## config.mk

```make
export PLATFORM = sky130hd
export DESIGN_NAME = xmm_fixed_exec_flat
export DESIGN_NICKNAME = d
export VERILOG_FILES = /design/src/rtl/xmm_fixed_exec_if.sv /design/src/rtl/xmm_fixed_exec.sv /design/src/flat_wrapper.sv
export SDC_FILE = /design/constraint.sdc
export NUM_CORES = 2
export LEC_CHECK = 0
export CAP_MARGIN = 10
export CORE_MARGIN = 2
export CORE_UTILIZATION = 35
export CTS_CLUSTER_DIAMETER = 150
export DETAILED_ROUTE_END_ITERATION = 8
export HOLD_SLACK_MARGIN = 0.12
export SLEW_MARGIN = 20
export SYNTH_ARGS = -nofsm -noshare
export SYNTH_HDL_FRONTEND = slang
export SYNTH_SLANG_ARGS = --single-unit
export TNS_END_PERCENT = 50
```

## constraint.sdc

```tcl
create_clock -name clk -period 16.21 [get_ports clk]
set_input_delay 4.863 -clock clk [delete_from_list [all_inputs] [get_ports clk]]
set_output_delay 4.863 -clock clk [all_outputs]
set_load 0.05 [all_outputs]
```

## src/rtl/xmm_fixed_exec_if.sv

```systemverilog
// Issue-side handshake and XMM register-file port bundle for the q15.48 execute unit.
// The slave modport is the execute unit's view; master is the issue logic plus register file.
interface xmm_fixed_exec_if #(
    parameter int WIDTH = 64
);
    logic             start;
    logic [1:0]       op;
    logic [4:0]       rd;
    logic [4:0]       rs1;
    logic [4:0]       rs2;
    logic             busy;
    logic             done;
    logic             overflow;
    logic [4:0]       rf_read_addr1;
    logic [4:0]       rf_read_addr2;
    logic [WIDTH-1:0] rf_read_data1;
    logic [WIDTH-1:0] rf_read_data2;
    logic             rf_should_write;
    logic [4:0]       rf_write_addr;
    logic [WIDTH-1:0] rf_write_data;

    modport slave (
        input  start, op, rd, rs1, rs2, rf_read_data1, rf_read_data2,
        output busy, done, overflow, rf_read_addr1, rf_read_addr2,
        output rf_should_write, rf_write_addr, rf_write_data
    );

    modport master (
        output start, op, rd, rs1, rs2, rf_read_data1, rf_read_data2,
        input  busy, done, overflow, rf_read_addr1, rf_read_addr2,
        input  rf_should_write, rf_write_addr, rf_write_data
    );
endinterface

```

## src/rtl/xmm_fixed_exec.sv

```systemverilog
// Multi-cycle saturating q15.48 execute unit (ADD/SUB/MUL/MIN) that reads two XMM
// registers and issues exactly one write-back per accepted request.
module xmm_fixed_exec #(
    parameter int WIDTH     = 64,
    parameter int FRAC_BITS = 48
) (
    input  logic             clk,
    input  logic             reset_n,
    xmm_fixed_exec_if.slave  bus
);
    typedef enum logic [1:0] {IDLE, FETCH, MUL, WRITE} state_t;

    localparam logic [1:0] OP_ADD = 2'b00;
    localparam logic [1:0] OP_SUB = 2'b01;
    localparam logic [1:0] OP_MUL = 2'b10;
    localparam logic [1:0] OP_MIN = 2'b11;

    localparam int PW   = 2 * WIDTH;
    localparam int TOP  = FRAC_BITS + WIDTH - 1;
    localparam int CW   = $clog2(WIDTH);
    localparam logic [WIDTH-1:0] MAX_POS = {1'b0, {(WIDTH-1){1'b1}}};
    localparam logic [WIDTH-1:0] MIN_NEG = {1'b1, {(WIDTH-1){1'b0}}};
    localparam logic [CW-1:0]    LAST_CNT = CW'(WIDTH - 1);

    state_t           state_q;
    logic [1:0]       op_q;
    logic [4:0]       rd_q, rs1_q, rs2_q;
    logic             busy_q, done_q, ovf_q, we_q, neg_q;
    logic [WIDTH-1:0] wdata_q, mplier_q;
    logic [PW-1:0]    mcand_q, prod_q;
    logic [CW-1:0]    cnt_q;

    logic [WIDTH-1:0] opA, opB, magA, magB;
    logic [WIDTH:0]   addSum;
    logic [WIDTH-1:0] aluRes_d, mulRes_d, magOut;
    logic             aluOvf_d, mulOvf_d;
    logic [PW-1:0]    prod_d;

    assign opA = bus.rf_read_data1;
    assign opB = bus.rf_read_data2;

    always_comb begin
        magA     = opA[WIDTH-1] ? (~opA + 1'b1) : opA;
        magB     = opB[WIDTH-1] ? (~opB + 1'b1) : opB;
        addSum   = '0;
        aluRes_d = '0;
        aluOvf_d = 1'b0;
        case (op_q)
            OP_ADD:  addSum = {opA[WIDTH-1], opA} + {opB[WIDTH-1], opB};
            OP_SUB:  addSum = {opA[WIDTH-1], opA} - {opB[WIDTH-1], opB};
            default: addSum = '0;
        endcase
        // A 65-bit result whose top two bits disagree has left the 64-bit signed range.
        if (op_q == OP_MIN) begin
            aluRes_d = ($signed(opA) < $signed(opB)) ? opA : opB;
        end else if (addSum[WIDTH] != addSum[WIDTH-1]) begin
            aluOvf_d = 1'b1;
            aluRes_d = addSum[WIDTH] ? MIN_NEG : MAX_POS;
        end else begin
            aluRes_d = addSum[WIDTH-1:0];
        end
    end

    always_comb begin
        prod_d   = prod_q + (mplier_q[0] ? mcand_q : '0);
        magOut   = prod_d[TOP:FRAC_BITS];
        mulRes_d = '0;
        mulOvf_d = 1'b0;
        // Magnitude 2^63 is representable only as the most negative value.
        if (prod_d[PW-1:TOP] != '0) begin
            if (neg_q && prod_d[PW-1:TOP+1] == '0 && magOut == MIN_NEG) begin
                mulRes_d = MIN_NEG;
            end else begin
                mulOvf_d = 1'b1;
                mulRes_d = neg_q ? MIN_NEG : MAX_POS;
            end
        end else begin
            mulRes_d = neg_q ? (~magOut + 1'b1) : magOut;
        end
    end

    always_ff @(posedge clk or negedge reset_n) begin
        if (!reset_n) begin
            state_q  <= IDLE;
            op_q     <= OP_ADD;
            rd_q     <= '0;
            rs1_q    <= '0;
            rs2_q    <= '0;
            busy_q   <= 1'b0;
            done_q   <= 1'b0;
            ovf_q    <= 1'b0;
            we_q     <= 1'b0;
            neg_q    <= 1'b0;
            wdata_q  <= '0;
            mplier_q <= '0;
            mcand_q  <= '0;
            prod_q   <= '0;
            cnt_q    <= '0;
        end else begin
            case (state_q)
                IDLE: begin
                    if (bus.start) begin
                        op_q    <= bus.op;
                        rd_q    <= bus.rd;
                        rs1_q   <= bus.rs1;
                        rs2_q   <= bus.rs2;
                        ovf_q   <= 1'b0;
                        busy_q  <= 1'b1;
                        state_q <= FETCH;
                    end
                end
                FETCH: begin
                    if (op_q == OP_MUL) begin
                        mcand_q  <= {{WIDTH{1'b0}}, magA};
                        mplier_q <= magB;
                        prod_q   <= '0;
                        neg_q    <= opA[WIDTH-1] ^ opB[WIDTH-1];
                        cnt_q    <= '0;
                        state_q  <= MUL;
                    end else begin
                        wdata_q <= aluRes_d;
                        ovf_q   <= aluOvf_d;
                        done_q  <= 1'b1;
                        we_q    <= 1'b1;
                        state_q <= WRITE;
                    end
                end
                MUL: begin
                    prod_q   <= prod_d;
                    mcand_q  <= mcand_q << 1;
                    mplier_q <= mplier_q >> 1;
                    cnt_q    <= cnt_q + 1'b1;
                    if (cnt_q == LAST_CNT) begin
                        wdata_q <= mulRes_d;
                        ovf_q   <= mulOvf_d;
                        done_q  <= 1'b1;
                        we_q    <= 1'b1;
                        state_q <= WRITE;
                    end
                end
                WRITE: begin
                    done_q  <= 1'b0;
                    we_q    <= 1'b0;
                    busy_q  <= 1'b0;
                    state_q <= IDLE;
                end
                default: state_q <= IDLE;
            endcase
        end
    end

    assign bus.busy            = busy_q;
    assign bus.done            = done_q;
    assign bus.overflow        = ovf_q;
    assign bus.rf_read_addr1   = rs1_q;
    assign bus.rf_read_addr2   = rs2_q;
    assign bus.rf_should_write = we_q;
    assign bus.rf_write_addr   = rd_q;
    assign bus.rf_write_data   = wdata_q;
endmodule
```

## src/flat_wrapper.sv

```systemverilog
// flat-port wrapper written by rule: the top's interface ports become plain ports
module xmm_fixed_exec_flat 
#(
    parameter int WIDTH     = 64,
    parameter int FRAC_BITS = 48
)
  (clk, reset_n, bus_start, bus_op, bus_rd, bus_rs1, bus_rs2, bus_rf_read_data1, bus_rf_read_data2, bus_busy, bus_done, bus_overflow, bus_rf_read_addr1, bus_rf_read_addr2, bus_rf_should_write, bus_rf_write_addr, bus_rf_write_data);
  xmm_fixed_exec_if #(.WIDTH(WIDTH)) bus_i ();
  input  logic clk;
  input  logic reset_n;
  input wire logic [$bits(bus_i.start)-1:0] bus_start;
  input wire logic [$bits(bus_i.op)-1:0] bus_op;
  input wire logic [$bits(bus_i.rd)-1:0] bus_rd;
  input wire logic [$bits(bus_i.rs1)-1:0] bus_rs1;
  input wire logic [$bits(bus_i.rs2)-1:0] bus_rs2;
  input wire logic [$bits(bus_i.rf_read_data1)-1:0] bus_rf_read_data1;
  input wire logic [$bits(bus_i.rf_read_data2)-1:0] bus_rf_read_data2;
  output wire logic [$bits(bus_i.busy)-1:0] bus_busy;
  output wire logic [$bits(bus_i.done)-1:0] bus_done;
  output wire logic [$bits(bus_i.overflow)-1:0] bus_overflow;
  output wire logic [$bits(bus_i.rf_read_addr1)-1:0] bus_rf_read_addr1;
  output wire logic [$bits(bus_i.rf_read_addr2)-1:0] bus_rf_read_addr2;
  output wire logic [$bits(bus_i.rf_should_write)-1:0] bus_rf_should_write;
  output wire logic [$bits(bus_i.rf_write_addr)-1:0] bus_rf_write_addr;
  output wire logic [$bits(bus_i.rf_write_data)-1:0] bus_rf_write_data;
  assign bus_i.start = bus_start;
  assign bus_i.op = bus_op;
  assign bus_i.rd = bus_rd;
  assign bus_i.rs1 = bus_rs1;
  assign bus_i.rs2 = bus_rs2;
  assign bus_i.rf_read_data1 = bus_rf_read_data1;
  assign bus_i.rf_read_data2 = bus_rf_read_data2;
  assign bus_busy = bus_i.busy;
  assign bus_done = bus_i.done;
  assign bus_overflow = bus_i.overflow;
  assign bus_rf_read_addr1 = bus_i.rf_read_addr1;
  assign bus_rf_read_addr2 = bus_i.rf_read_addr2;
  assign bus_rf_should_write = bus_i.rf_should_write;
  assign bus_rf_write_addr = bus_i.rf_write_addr;
  assign bus_rf_write_data = bus_i.rf_write_data;
  xmm_fixed_exec #(.WIDTH(WIDTH), .FRAC_BITS(FRAC_BITS)) u_core (.clk(clk), .reset_n(reset_n), .bus(bus_i));
endmodule
```

Yosys cells after proc, flatten, opt, wreduce, memory -nomap -nowiden

Index checks and enable logic that the tools add are counted.

Logic and storage cells: 97
Output and inout bits: 83
Input bits: 148
Bits in registers: 413

Bitwise logic cells: 4
$add $sub $neg: 7
Multiplexer cells: 40
Reductions and logical operators: 18
Equal/unequal tests: 13
$lt $le $gt $ge: 1

Operators by type and width:

| cell                  | count |
|---|---|
| $mux 64               | 13 |
| $pmux 128 s2          | 2 |
| $mux 128              | 3 |
| $pmux 64 s2           | 2 |
| $add 64x1->64 const B | 3 |
| $not 64->64           | 3 |
| $pmux 65 s2           | 1 |
| $add 128x128->128     | 1 |
| $add 64x64->65        | 1 |
| $sub 64x64->65        | 1 |
| $eq 64x64->1 const B  | 1 |
| $lt 64x64->1          | 1 |
| $reduce_bool 17->1    | 1 |
| $logic_not 16->1      | 1 |
| $pmux 6 s2            | 1 |
| $mux 1                | 11 |
| $reduce_and 2->1      | 5 |
| $eq 2x2->1 const B    | 4 |
| $pmux 2 s4            | 1 |
| $add 6x1->6 const B   | 1 |
| $eq 6x6->1 const B    | 1 |
| $mux 6                | 1 |
| $pmux 1 s3            | 2 |
| $reduce_and 3->1      | 2 |
| 12 further kinds      | 20 |

Logic depth before layout (Yosys ltp)

Depth after elaboration: 9
Mapped depth: 24
Depth with buffers taken out: 22

Worst setup path after synthesis

No wires, ideal clock.

Path type: input port to flip-flop
From: in bus_rf_read_data2[18]
To: reg u_core.wdata_q[40] (netlist: u_core.bus.rf_write_data[40])
Data arrival time: 8981 ps
Setup time: 140 ps
Buffers on the path: 4
Path slack: 7088 ps
Stages: 19
Required time: 16070 ps
Cells stage by stage: inv_1 > ha_1 > clkbuf_1 > nand4_1 > or4_1 > a2bb2oi_1 > o211ai_1 > a21oi_1 > o22ai_1 > a31oi_1 > nor2_1 > a2bb2oi_1 > clkbuf_1 > clkbuf_1 > buf_1 > mux2i_1 > nor2_1 > o21ai_0 > o211ai_1

Cells in the longest elaborated chain, start to end: 7
Elaborated cells between the ends (all ways): 11
Those cells by class: 2 x add/sub; 1 x order compare; 1 x eq/ne; 7 x mux

Ends and longest elaborated chain:

| what                                                    | line                                       | RTL |
|---|---|---|
| start, declared                                         | flat_wrapper.sv:17                         | `input wire logic [$bits(bus_i.rf_read_data2)-1:0] bus_rf_read_data2;` |
| $sub 64x64->65 / $add 64x64->65 (equally long branches) | xmm_fixed_exec.sv:50, xmm_fixed_exec.sv:49 |  |
| $pmux 65 s2                                             | xmm_fixed_exec.sv:48                       | `case (op_q)` |
| $mux 64 / $ne 1x1->1 (equally long branches)            | xmm_fixed_exec.sv:58, xmm_fixed_exec.sv:56 |  |
| $mux 64                                                 | xmm_fixed_exec.sv:56                       | `end else if (addSum[WIDTH] != addSum[WIDTH-1]) begin` |
| $mux 64 (*)                                             | xmm_fixed_exec.sv:54                       | `if (op_q == OP_MIN) begin` |
| $mux 64 (*)                                             | xmm_fixed_exec.sv:113                      | `if (op_q == OP_MUL) begin` |
| $pmux 64 s2 (*)                                         | xmm_fixed_exec.sv:100                      | `case (state_q)` |
| end signal, assigned                                    | xmm_fixed_exec.sv:121                      | `wdata_q <= aluRes_d;` |
| end signal, assigned                                    | xmm_fixed_exec.sv:134                      | `wdata_q <= mulRes_d;` |
| end, declared                                           | xmm_fixed_exec.sv:29                       | `logic [WIDTH-1:0] wdata_q, mplier_q;` |

Every way passes the cells marked *; elsewhere a longest branch is shown, timed or not. The select of a mux whose other input is x is not followed.
A chain may end at the register's enable or synchronous reset.

Final worst setup path

From: in bus_rf_read_data2[19]
To: reg u_core.wdata_q[55] (netlist: u_core.bus.rf_write_data[55])

Same word-level chain as after synthesis.

==> results.md <==
- Final Hold Fails: 0
- Commonest non-fill, non-tap cell in the layout: nand2_1
- Initial antenna violation count: 17
- Sw Ratio: 53.0%
- Net Count, Synth: 6167
- Cell variety after synth: 91
- Die Area: 124000 µm²
- Synthesis-stage register bit count: 413
- Total gr overflow: 0
- I/O Buffers: 230
- Clk sinks: between 400 and 500
- Fin crit period: 10630 ps
- Post-route ant nets: 0
- HPWL after DPL: 154 mm
- Fillcell total: 12700
- Lkg Pwr: approximately 20 nW
- Combinational power share: 60.0%
- Syn-to-layout area delta: 13.0%
- Max clock buf depth: 3
- Reg clk slew, reported paths: 60 ps
- Post_cts resized: 0
- Unrepaired setup endpoints after global routing: no
- CTS hold repair buffers: 0
- R2r startpoint: u_core.mplier_q[0]
- Most frequent cells in the layout: nand2_1, o21ai_0, a21oi_1, nor2_1, dfrtp_1
- Post-route cell area: 47900 µm²
- Layout Nets: around 6100
- Clk_lat worst skew: 690 ps
- Cells after synthesis: 5753
- Critical path arrival: ~11000 ps
- VDD IR-drop max: about 160 µV
- Crit Path Max Fanout: 13
- Pwr/cell area: 159 nW/µm²
- Post-synth EDFFs: 0
- Clock power frac: 17.1%
- Slew margin rel.: 15.6%
- Post-Route WL: 196 mm
- Synth Flop Type: dfrtp_1
- Gr usage total: 30.2%
- DRT iter0 DRCs: 5174
- Final Non-Filler Cells: about 7400
- Internal power: 3.57 mW
- Worst R2R Path Depth: 17
- Worst setup SP type: input port
- Critical path class: in -> reg
- Setup Total Neg Slack: 0 ps
- DR WL/cell: 26.5 µm
- RD Place Congestion: 1.02
- Pin count of the biggest net entering global routing: 208
- Vias/cell: roughly 6.2
- HP Class: reg -> reg
- Final Max Tran Viols: 0
- Hold path cells: 2
- Crit path capture type: register
- Syn avg cell area: 7.38 µm²
- # rows: approximately 130
- Seq pwr share: ~23%
- Residual DRC: 0
- Die H: approximately 350 µm
- Least-Margin Pin Slew: roughly 1300 ps
- CTS tree: done
- Root Driver: clkbuf_16
- Proportion of layout cells with a drive suffix above 1: between 5 and 6%
- Placed Instance Area: 46000 µm²
- Wire length of the first global-routing pass: about 290 mm
- Die width: 352 µm
- Final Skew: approximately 48 ps
- Fmax: about 94 MHz
- Placed cells: roughly 7300
- 1st-pass router iterations: 6
- Setup bufs post-CTS: 0
- Final setup viols: 0
- Asr flop ratio synth: 100%
- Hold path start: u_core.mplier_q[13]
- Maxcap violations: 0
- I/O Pins: 231
- CTS H-tree lvls: 2
- Vias in the first global route: 43600
- Vias after detailed routing: 46200
- Final worst-path cycle share: 65.6%
- Switching pwr: ~4.0 mW
- Part of the Yosys area used for sequential elements: about a quarter
- Status: completed
- Initial Utilization: 35.3%
- Critical Path Start: bus_rf_read_data2[19]
- Synthesis Warnings: 0
- Mapped Area: roughly 42000 µm²
- Worst EP required: about 17000 ps
- Core Area: 120000 µm²
- CTS buffer count: 52
==> cells in the mapped netlist (41+ instances only) <==
| cell | number | area, µm² |
|---|---|---|
| xnor2_1 | 179 | 1570 |
| clkbuf_1 | 347 | 1300 |
| o21a_1 | 41 | 308 |
| o21ai_0 | 583 | 2920 |
| nand4_1 | 136 | 851 |
| and2_1 | 163 | 1020 |
| ha_1 | 263 | 3290 |
| xor2_1 | 119 | 1040 |
| nor3_1 | 108 | 541 |
| a21o_1 | 67 | 503 |
| inv_1 | 170 | 638 |
| nand3_1 | 132 | 661 |
| dfrtp_1 | 413 | 10300 |
| nor2_1 | 503 | 1890 |
| or3_1 | 46 | 288 |
| mux2i_1 | 89 | 891 |
| a221oi_1 | 51 | 447 |
| a22o_1 | 99 | 867 |
| o31ai_1 | 103 | 773 |
| a31oi_1 | 73 | 457 |
| nor4_1 | 73 | 457 |
| o21bai_1 | 49 | 368 |
| nand2b_1 | 44 | 275 |
| a21oi_1 | 570 | 2850 |
| nand2_1 | 657 | 2470 |
==> worst paths after layout <==
kind | slack (ps) | endpoint
setup / recovery | 5580 | u_core.bus.rf_write_data[55]
hold / removal | 480 | u_core.mplier_q[13]
setup reg to reg | 7970 | u_core.bus.rf_write_data[6]
hold reg to reg | 480 | u_core.mplier_q[13]
max in group asynchronous | 9910 | u_core.op_q[0]
min in group asynchronous | 4160 | u_core.prod_q[14]
==> worst max-delay path, stage by stage <==
cell and delay [ps]:
clkdlybuf4s50_1 640, inv_1 120, ha_1 560, nand4_1 290
or4_1 620, o211ai_1 470, a21oi_1 250, o22ai_1 370
a31oi_1 260, o21ai_0 470, mux2_2 410, a22o_1 240
a21oi_1 740, nand2_1 350, a221oi_1 400, nor4_1 110
==> layer usage <==
layer  vias up  wire length (µm)  global-route usage (%)
li1      21200                 -                       -
met1     22400             86900                    42.9
met2      2228             83100                    45.4
met3       367             16800                    4.61
met4         8              8920                    12.4
met5         -                47                       0
==> power by group through the flow <==
stage / sequential (mW) / combinational [mW] / clock, mW
finish: 1.74 / 4.56 / 1.30
global route: 1.77 / 4.92 / 1.36
CTS: 1.72 / 4.48 / 1.32
detailed placement: 1.73 / 4.47 / 0
global placement: 1.73 / 4.43 / 0
floorplan: 1.92 / 2.71 / 0
==> state kept, by name, indices dropped and copies added, names as in the netlist, 5 cells and up <==
signal and cells:
u_core.mcand_q 128, u_core.prod_q 128, u_core.bus.rf_write_data 64, u_core.mplier_q 64
u_core.cnt_q 6, u_core.bus.rf_read_addr1 5, u_core.bus.rf_read_addr2 5, u_core.bus.rf_write_addr 5
==> kinds of logic after synthesis <==
kind of cell / count (synthesis) / synth area share, %
buf+inv: 557 / 4.98
fa+ha+maj: 266 / 7.90
mux: 118 / 2.87
simple gates: 2075 / 23.7
compound gates: 2026 / 30.1
flops: 413 / 24.4
xor+xnor: 298 / 6.15
==> layout make-up <==
type                    instances  area, µm²  share of cell area, %
repair buffers                313       2950                   6.14
clock inverters                23        353                  0.736
clock buffers                  75       1510                   3.15
flip-flops and latches        413      10300                   21.6
inverters                     172        646                   1.35
diodes                          6       15.0                 0.0313
well taps                    1612       2020                   4.21
multi-input cells            4783      30100                   62.8
==> per-stage QoR <==
stage / hold WS (ps) / utilization, % / worst slack, ps / total power [mW]
finish: 481 / 39.9 / 5580 / 7.60
global route: 504 / 39.9 / 5440 / 8.04
CTS: 480 / 39.9 / 5660 / 7.52
detailed placement: 466 / 38.3 / 4950 / 6.20
global placement: 462 / 38.3 / 5160 / 6.15
floorplan: 445 / - / 7090 / 4.63
Note: power is estimated with default switching activity, not from simulation.
